===== src/rtl/fetch_stage_pkg.sv =====
// Shared types and constants for the instruction fetch stage.
package fetch_stage_pkg;

  typedef enum logic [2:0] {
    IDLE,
    FETCH,
    DROP,
    HOLD,
    HALTED
  } fetch_state_t;

  localparam logic [4:0]  OP_HALT   = 5'b00000;
  localparam logic [15:0] INSTR_NOP = 16'h0800;
  localparam logic [15:0] RESET_PC  = 16'h0000;

endpackage


===== src/rtl/fetch_stage_out_reg.sv =====
// fetch_out_reg: load/clear output register holding the delivered instruction,
// its PC and PC+2. Clearing drops only the valid flag; the payload is kept.
module fetch_out_reg
  import fetch_stage_pkg::*;
(
  input  logic        clk,
  input  logic        rst,
  input  logic        load,
  input  logic        clr,
  input  logic [15:0] instr_in,
  input  logic [15:0] pc_in,
  output logic        valid,
  output logic [15:0] instr,
  output logic [15:0] pc,
  output logic [15:0] pc_plus2
);

  logic        valid_q, valid_d;
  logic [15:0] instr_q, instr_d;
  logic [15:0] pc_q, pc_d;
  logic [15:0] pc_plus2_q, pc_plus2_d;

  always_comb begin
    valid_d    = valid_q;
    instr_d    = instr_q;
    pc_d       = pc_q;
    pc_plus2_d = pc_plus2_q;
    if (load) begin
      valid_d    = 1'b1;
      instr_d    = instr_in;
      pc_d       = pc_in;
      pc_plus2_d = pc_in + 16'd2;
    end else if (clr) begin
      valid_d = 1'b0;
    end
  end

  always_ff @(posedge clk or posedge rst) begin
    if (rst) begin
      valid_q    <= 1'b0;
      instr_q    <= INSTR_NOP;
      pc_q       <= '0;
      pc_plus2_q <= '0;
    end else begin
      valid_q    <= valid_d;
      instr_q    <= instr_d;
      pc_q       <= pc_d;
      pc_plus2_q <= pc_plus2_d;
    end
  end

  assign valid    = valid_q;
  assign instr    = instr_q;
  assign pc       = pc_q;
  assign pc_plus2 = pc_plus2_q;

endmodule


===== src/rtl/fetch_stage.sv =====
// Instruction fetch stage: PC, memory request FSM, redirect/flush and HALT stop.
// Optional FETCH_STATS_EN adds saturating consumed/flushed instruction counters.
module fetch_stage
  import fetch_stage_pkg::*;
(
  input  logic        clk,
  input  logic        rst,
  input  logic        redirect,
  input  logic [15:0] redirect_pc,
  output logic        imem_req,
  output logic [15:0] imem_addr,
  input  logic        imem_done,
  input  logic [15:0] imem_data,
  input  logic        id_ready,
  output logic        if_valid,
  output logic [15:0] if_instr,
  output logic [4:0]  if_op,
  output logic [15:0] if_pc,
  output logic [15:0] if_pc_plus2,
  output logic        halted
`ifdef FETCH_STATS_EN
  ,
  output logic [15:0] stat_fetch_cnt,
  output logic [15:0] stat_flush_cnt
`endif
);

  fetch_state_t state_q, state_d;
  logic [15:0]  pc_q, pc_d;
  logic [15:0]  fetch_addr_q, fetch_addr_d;
  logic [15:0]  redir_pc;
  logic         out_load, out_clr;
  logic         consume, flush;

  assign redir_pc = redirect_pc & 16'hFFFE;

  always_comb begin
    state_d      = state_q;
    pc_d         = pc_q;
    fetch_addr_d = fetch_addr_q;
    out_load     = 1'b0;
    out_clr      = 1'b0;
    consume      = 1'b0;
    flush        = 1'b0;
    unique case (state_q)
      IDLE: begin
        state_d = FETCH;
        if (redirect) pc_d = redir_pc;
      end
      FETCH: begin
        fetch_addr_d = pc_q;
        if (redirect) begin
          pc_d    = redir_pc;
          flush   = 1'b1;
          state_d = imem_done ? FETCH : DROP;
        end else if (imem_done) begin
          out_load = 1'b1;
          pc_d     = pc_q + 16'd2;
          state_d  = HOLD;
        end
      end
      DROP: begin
        // A redirect only retargets the PC; the outstanding done still ends DROP.
        if (redirect) pc_d = redir_pc;
        if (imem_done) state_d = FETCH;
      end
      HOLD: begin
        if (redirect) begin
          out_clr = 1'b1;
          flush   = 1'b1;
          pc_d    = redir_pc;
          state_d = FETCH;
        end else if (id_ready) begin
          out_clr = 1'b1;
          consume = 1'b1;
          state_d = (if_op == OP_HALT) ? HALTED : FETCH;
        end
      end
      HALTED: begin
        if (redirect) begin
          pc_d    = redir_pc;
          state_d = FETCH;
        end
      end
      default: state_d = IDLE;
    endcase
  end

  always_ff @(posedge clk or posedge rst) begin
    if (rst) begin
      state_q      <= IDLE;
      pc_q         <= RESET_PC;
      fetch_addr_q <= RESET_PC;
    end else begin
      state_q      <= state_d;
      pc_q         <= pc_d;
      fetch_addr_q <= fetch_addr_d;
    end
  end

  assign imem_req  = (state_q == FETCH) || (state_q == DROP);
  assign imem_addr = (state_q == DROP) ? fetch_addr_q : pc_q;
  assign halted    = (state_q == HALTED);
  assign if_op     = if_instr[15:11];

  fetch_out_reg u_out_reg (
    .clk      (clk),
    .rst      (rst),
    .load     (out_load),
    .clr      (out_clr),
    .instr_in (imem_data),
    .pc_in    (pc_q),
    .valid    (if_valid),
    .instr    (if_instr),
    .pc       (if_pc),
    .pc_plus2 (if_pc_plus2)
  );

`ifdef FETCH_STATS_EN
  logic [15:0] fetch_cnt_q, fetch_cnt_d;
  logic [15:0] flush_cnt_q, flush_cnt_d;

  always_comb begin
    fetch_cnt_d = fetch_cnt_q;
    flush_cnt_d = flush_cnt_q;
    if (consume && (fetch_cnt_q != '1)) fetch_cnt_d = fetch_cnt_q + 16'd1;
    if (flush && (flush_cnt_q != '1))   flush_cnt_d = flush_cnt_q + 16'd1;
  end

  always_ff @(posedge clk or posedge rst) begin
    if (rst) begin
      fetch_cnt_q <= '0;
      flush_cnt_q <= '0;
    end else begin
      fetch_cnt_q <= fetch_cnt_d;
      flush_cnt_q <= flush_cnt_d;
    end
  end

  assign stat_fetch_cnt = fetch_cnt_q;
  assign stat_flush_cnt = flush_cnt_q;
`else
  logic unused_stats;
  assign unused_stats = consume ^ flush;
`endif

endmodule


===== config.mk =====
export PLATFORM = sky130hd
export DESIGN_NAME = fetch_stage
export DESIGN_NICKNAME = d
export VERILOG_FILES = /design/src/rtl/fetch_stage_pkg.sv /design/src/rtl/fetch_stage_out_reg.sv /design/src/rtl/fetch_stage.sv
export SDC_FILE = /design/constraint.sdc
export NUM_CORES = 1
export LEC_CHECK = 0
export ABC_AREA = 1
export CORE_MARGIN = 5
export CORE_UTILIZATION = 37
export DETAILED_ROUTE_END_ITERATION = 6
export PLACE_DENSITY = 0.65
export SYNTH_ARGS = -nofsm -noshare
export SYNTH_HDL_FRONTEND = slang
export SYNTH_HIERARCHICAL = 1
export SYNTH_SLANG_ARGS = --single-unit

===== constraint.sdc =====
create_clock -name clk -period 2.2 [get_ports clk]
set_input_delay 0.66 -clock clk [delete_from_list [all_inputs] [get_ports clk]]
set_output_delay 0.66 -clock clk [all_outputs]
set_load 0.02 [all_outputs]

### Yosys cells after proc, flatten, opt, wreduce, memory -nomap -nowiden

Index checks and enable logic that the tools add are counted.

* register bits: 84
* bits of input ports: 37
* output and inout port bits: 72
* logic and storage cells: 47

* add/sub/neg operators: 1
* equal/unequal tests: 9
* multiplexer cells: 22
* reductions and logical operators: 8

Operators with widths (number)
* $mux 16: 4
* $pmux 16 s2: 1
* $mux 3: 7
* $add 16x2->16 const B: 1
* $pmux 3 s5: 1
* $mux 1: 8
* $eq 3x2->1 const B: 2
* $ne 3x3->1 const B: 2
* $logic_not 5->1: 1
* $ne 2x2->1 const B: 2
* $reduce_and 4->1: 1
* $reduce_bool 2->1: 2
* $reduce_or 4->1: 1
* $eq 3x1->1 const B: 1
* $eq 3x3->1 const B: 1
* $logic_not 3->1: 1
* $reduce_and 3->1: 1
* $mux 2: 1
* $ne 2x1->1 const B: 1
* $logic_or 1x1->1: 1

### Longest topological paths before layout

* word-level depth: 5
* depth in mapped cells: 11
* gate-level depth less buffers: 9

### Modules after synthesis

Netlist, hierarchy kept.

By module, submodules not included
* fetch_stage: times used 1, cells each 314, area each 2112.0 sq um, sequential area each 825.8 sq um
* fetch_out_reg: times used 1, cells each 255, area each 2108.3 sq um, sequential area each 1202.4 sq um

### Least setup slack after synthesis

Ideal clock, no wire load.

* kind: reg2out
* start: register state_q[2]
* end: output imem_addr[2]
* arrival: 1.355 ns
* data required time: 1.540 ns
* slack: 0.185 ns
* stages on the path, launching flop included: 7
* cell sequence: dfrtp_1 > inv_1 > nand2_2 > inv_1 > nand2_1 > buf_2 > o21ai_0

* cells in the longest elaborated chain, start to end: 2

Ends and longest elaborated chain
* start: declaration: line fetch_stage.sv:28 `fetch_state_t state_q, state_d;`
* start signal: assignment: line fetch_stage.sv:95 `state_q <= state_d;`
* $eq 3x2->1: line fetch_stage.sv:102 `assign imem_addr = (state_q == DROP) ? fetch_addr_q : pc_q;`
* $mux 16: line fetch_stage.sv:102
* end: declaration: line fetch_stage.sv:11 `output logic [15:0] imem_addr,`

Every way passes these cells.

### Worst setup path in the final report

* start: register u_out_reg.instr_q[11] (netlist: u_out_reg/instr[11])
* end: output if_op[0]

RTL lines
* start: declaration: line fetch_stage_out_reg.sv:19 `logic [15:0] instr_q, instr_d;`
* start signal: assignment: line fetch_stage_out_reg.sv:46 `instr_q <= instr_d;`
* end: declaration: line fetch_stage.sv:17 `output logic [4:0] if_op,`

No word-level cell between the ends.

==> results.md <==
- Most frequent cells after synthesis: 230 x nand2_1, 80 x dfrtp_1, 59 x nor2_1, 40 x inv_1, 39 x o21ai_0
- Final GP Congestion: 0.830
- Gr ovfl total: 0
- Final critical-path required period: 2150 ps
- Iter 0 DRT Violations: 246
- Clk pwr share: 16.0%
- CTS root buffer: clkbuf_16
- Post-DP Area: 0.00565 sq mm
- WP data required: 1540 ps
- Unique masters post-synth: 33
- Post-Syn Instances: 569
- Number of global-route vias before repair: 3869
- Worst IR drop on VDD: 808 uV
- I/O pin count: 109
- Status: finished clean
- Share of power burned in registers: 27.4%
- Nature of the critical path startpoint: register
- Hold worst-path end: u_out_reg/pc[9]
- Reg2Reg Setup Slack: 250 ps
- Internal Power: 0.00541 W
- Core footprint: 0.0113 sq mm
- Syn. warnings: 6
- Area grow syn2layout: 43.1%
- Post-Layout Cell Count: 851
- Crit path max-delay family: buffers and inverters
- Finished Cell Area: 0.00604 sq mm
- Die H: 117 um
- Number of clock sinks: 81
- Die W: 117 um
- Full die area: 0.0136 sq mm
- Post-synth top area share: 47.4%
- DRC: 0
- Final Max Tran Viols: 0
- Worst-path cell chain: clkdlybuf4s50_1
- Worst hold path stage count: 2
- First-pass GRT wire length: 18400 um
- Async SR Flop Fraction: 100%
- Leakage Power: 2.98 nW
- Total design power: 0.00957 W
- Wire per inst: 13.5 um
- Power per cell area: 1580 mW/mm^2
- Skew-Pair Late Insertion Delay: 340 ps
- Antenna diode count: 0
- Hold WS: 469 ps
- First-pass detailed-route iteration total: 5
- Syn Area/Cell: 7.42 sq um
- CTS tree: built
- Max Clock Skew: 6.12 ps
- Final Hold Fails: 0
- NetSw: 0.00416 W
- Total Routed Length: 11500 um
- Share of layout cells above drive strength 1: 16.8%
- Site Rows: 39
- Crit-path max cell delay: 600 ps
- Endpoints failing setup: 0
- Post-route antenna net violation count: 0
- Reg2reg end: u_out_reg/pc_plus2[9]
- CP Buf/Inv Count: 1
- Top-count cell post-synth: nand2_1
- Number of synthesized flops with an enable pin: 0
- Worst-case clock buffer depth: 2
- Post-synthesis sequential area ratio: 48.1%
- Net count, final: 742
- Cell Area, Synth: 0.00422 sq mm
- Port Buffers: 106
- Largest net degree at the start of global routing: 44
- Combinational power share: 56.6%
- CP Class: reg -> out
- CTS buffer count: 9
- Crit-path slowest cell: clkdlybuf4s50_1
- Post-synth top flop: dfrtp_1
- Fin crit share: 97.8%
- Via count: 4053
- Final Core Density: 53.3%
- Crit. End Element: output pin
- Worst EP arrival: 1490 ps
- RSZ-0062 raised after global routing: yes
- Worst R2R Start: state_q[2]
- Critical path peak fanout: 4
- Achievable frequency: 465 MHz
- DPL Wire Length: 8390 um
- Worst Hold Class: reg -> reg
- Seq cells post-synth: 81
- Gr usage total: 17.1%
- Switch share: 43.5%
- Critical hold path startpoint: u_out_reg/pc[9]
- Max cap viols: 0
- Synth area leader: dfrtp_1
- Initial Utilization: 37.3%
- Via density: 4.76
- H-tree depth reported by CTS: 3
- Hold_buf cts: 0
- Reg2reg path depth: 11
- CTS clock-pin slew for the worst setup and hold paths: 60 ps
- Antenna violations before repair: 0
- DP Cell Count: 832
- Largest cells by area after synthesis: dfrtp_1 47%, nand2_1 20%, nor2_1 5.2%
metrics by stage:
stage	worst slack, ps	setup TNS [ps]
CTS	-6.49	-13.5
floorplan	185	0
detailed placement	-130	-1270
finish	48.6	0
global placement	-145	-1160
global route	-31.8	-275
layout by cell type, fill, tap and decap left out, types with 4 or more instances in the layout:
master           count
buf_6                5
nor2_2              12
nor2_1              51
a21oi_1              7
inv_1               37
inv_2                8
clkdlybuf4s50_1     89
a21oi_2              7
dfrtp_1             80
nand2_2              5
nand2_1            229
buf_12               5
nand3_1             28
xor2_1               4
buf_4               47
o21ai_0             37
clkbuf_16           10
nand4_1             11
cells by family (layout without fill, tap and decap cells):
logic type                 count (synthesis)  in the layout  synth area share, %
DFF                                       81             81                 48.1
adders and majority gates                  2              2                0.593
buffers and inverters                     72            210                 8.18
and+or+nand+nor                          345            345                 34.2
xor gates and xnor gates                   6              6                 1.25
other                                      1              2               0.0889
AOI/OAI and AO/OA                         62             62                 7.68
worst reg2reg max path: cells and delay by family, from the launching register on:
kind	cells	cell delay [ps]
simple gates	3	230
buf+inv	7	1130
flops	1	360
compound gates	1	110
state kept, by name, indices dropped and copies added (netlist names):
register,cells
u_out_reg/instr,16
u_out_reg/valid,1
u_out_reg/pc,16
pc_q,15
fetch_addr_q,15
u_out_reg/pc_plus2,15
state_q,3
metal layers:
layer | global-route usage, % | vias up | part of all wire [%]
met4 | 5.73 | 0 | 0.85
met1 | 23.7 | 1872 | 46
li1 | - | 2053 | -
met3 | 3.50 | 8 | 6.2
met5 | 0 | - | 0
met2 | 26.9 | 120 | 47
worst max-delay path by stage:
| stage | slack, ps | to | cells after the start | from |
|---|---|---|---|---|
| 2_1_floorplan | 190 | imem_addr[2] | 6 | state_q[2] |
| 3_5_place_dp | -130 | imem_addr[2] | 7 | state_q[2] |
| 5_1_grt | -30 | imem_addr[7] | 7 | state_q[2] |
| 4_1_cts | -6 | imem_addr[2] | 7 | state_q[2] |
| 3_3_place_gp | -140 | imem_addr[3] | 7 | state_q[2] |
| 6_report | 50 | if_op[0] | 1 | u_out_reg/instr[11] |
power by group through the flow:
stage / clock network [W] / registers, W / logic, W
floorplan: 0 / 0.00323 / 0.00238
global placement: 0 / 0.00261 / 0.00522
detailed placement: 0 / 0.00265 / 0.00529
CTS: 0.00156 / 0.00262 / 0.00517
global route: 0.00163 / 0.00271 / 0.00595
finish: 0.00153 / 0.00262 / 0.00541
what timing repair did:
item / CTS / global route
pin swaps: 0 / 0
setup endpoints to repair: 17 / 17
gates resized for setup: 75 / 37
setup buffers: 0 / 1
cloned: 0 / 2
cell type report:
| cell class | count | area [sq um] |
|---|---|---|
| tap | 143 | 179 |
| timing repair buffer | 149 | 1440 |
| clock inverter | 6 | 66.3 |
| sequential | 81 | 2030 |
| multi-input combinational | 417 | 1920 |
| inverter | 45 | 169 |
| clock buffer | 10 | 239 |
| fill | 1139 | 5280 |
Note: power is estimated with default switching activity, not from simulation.
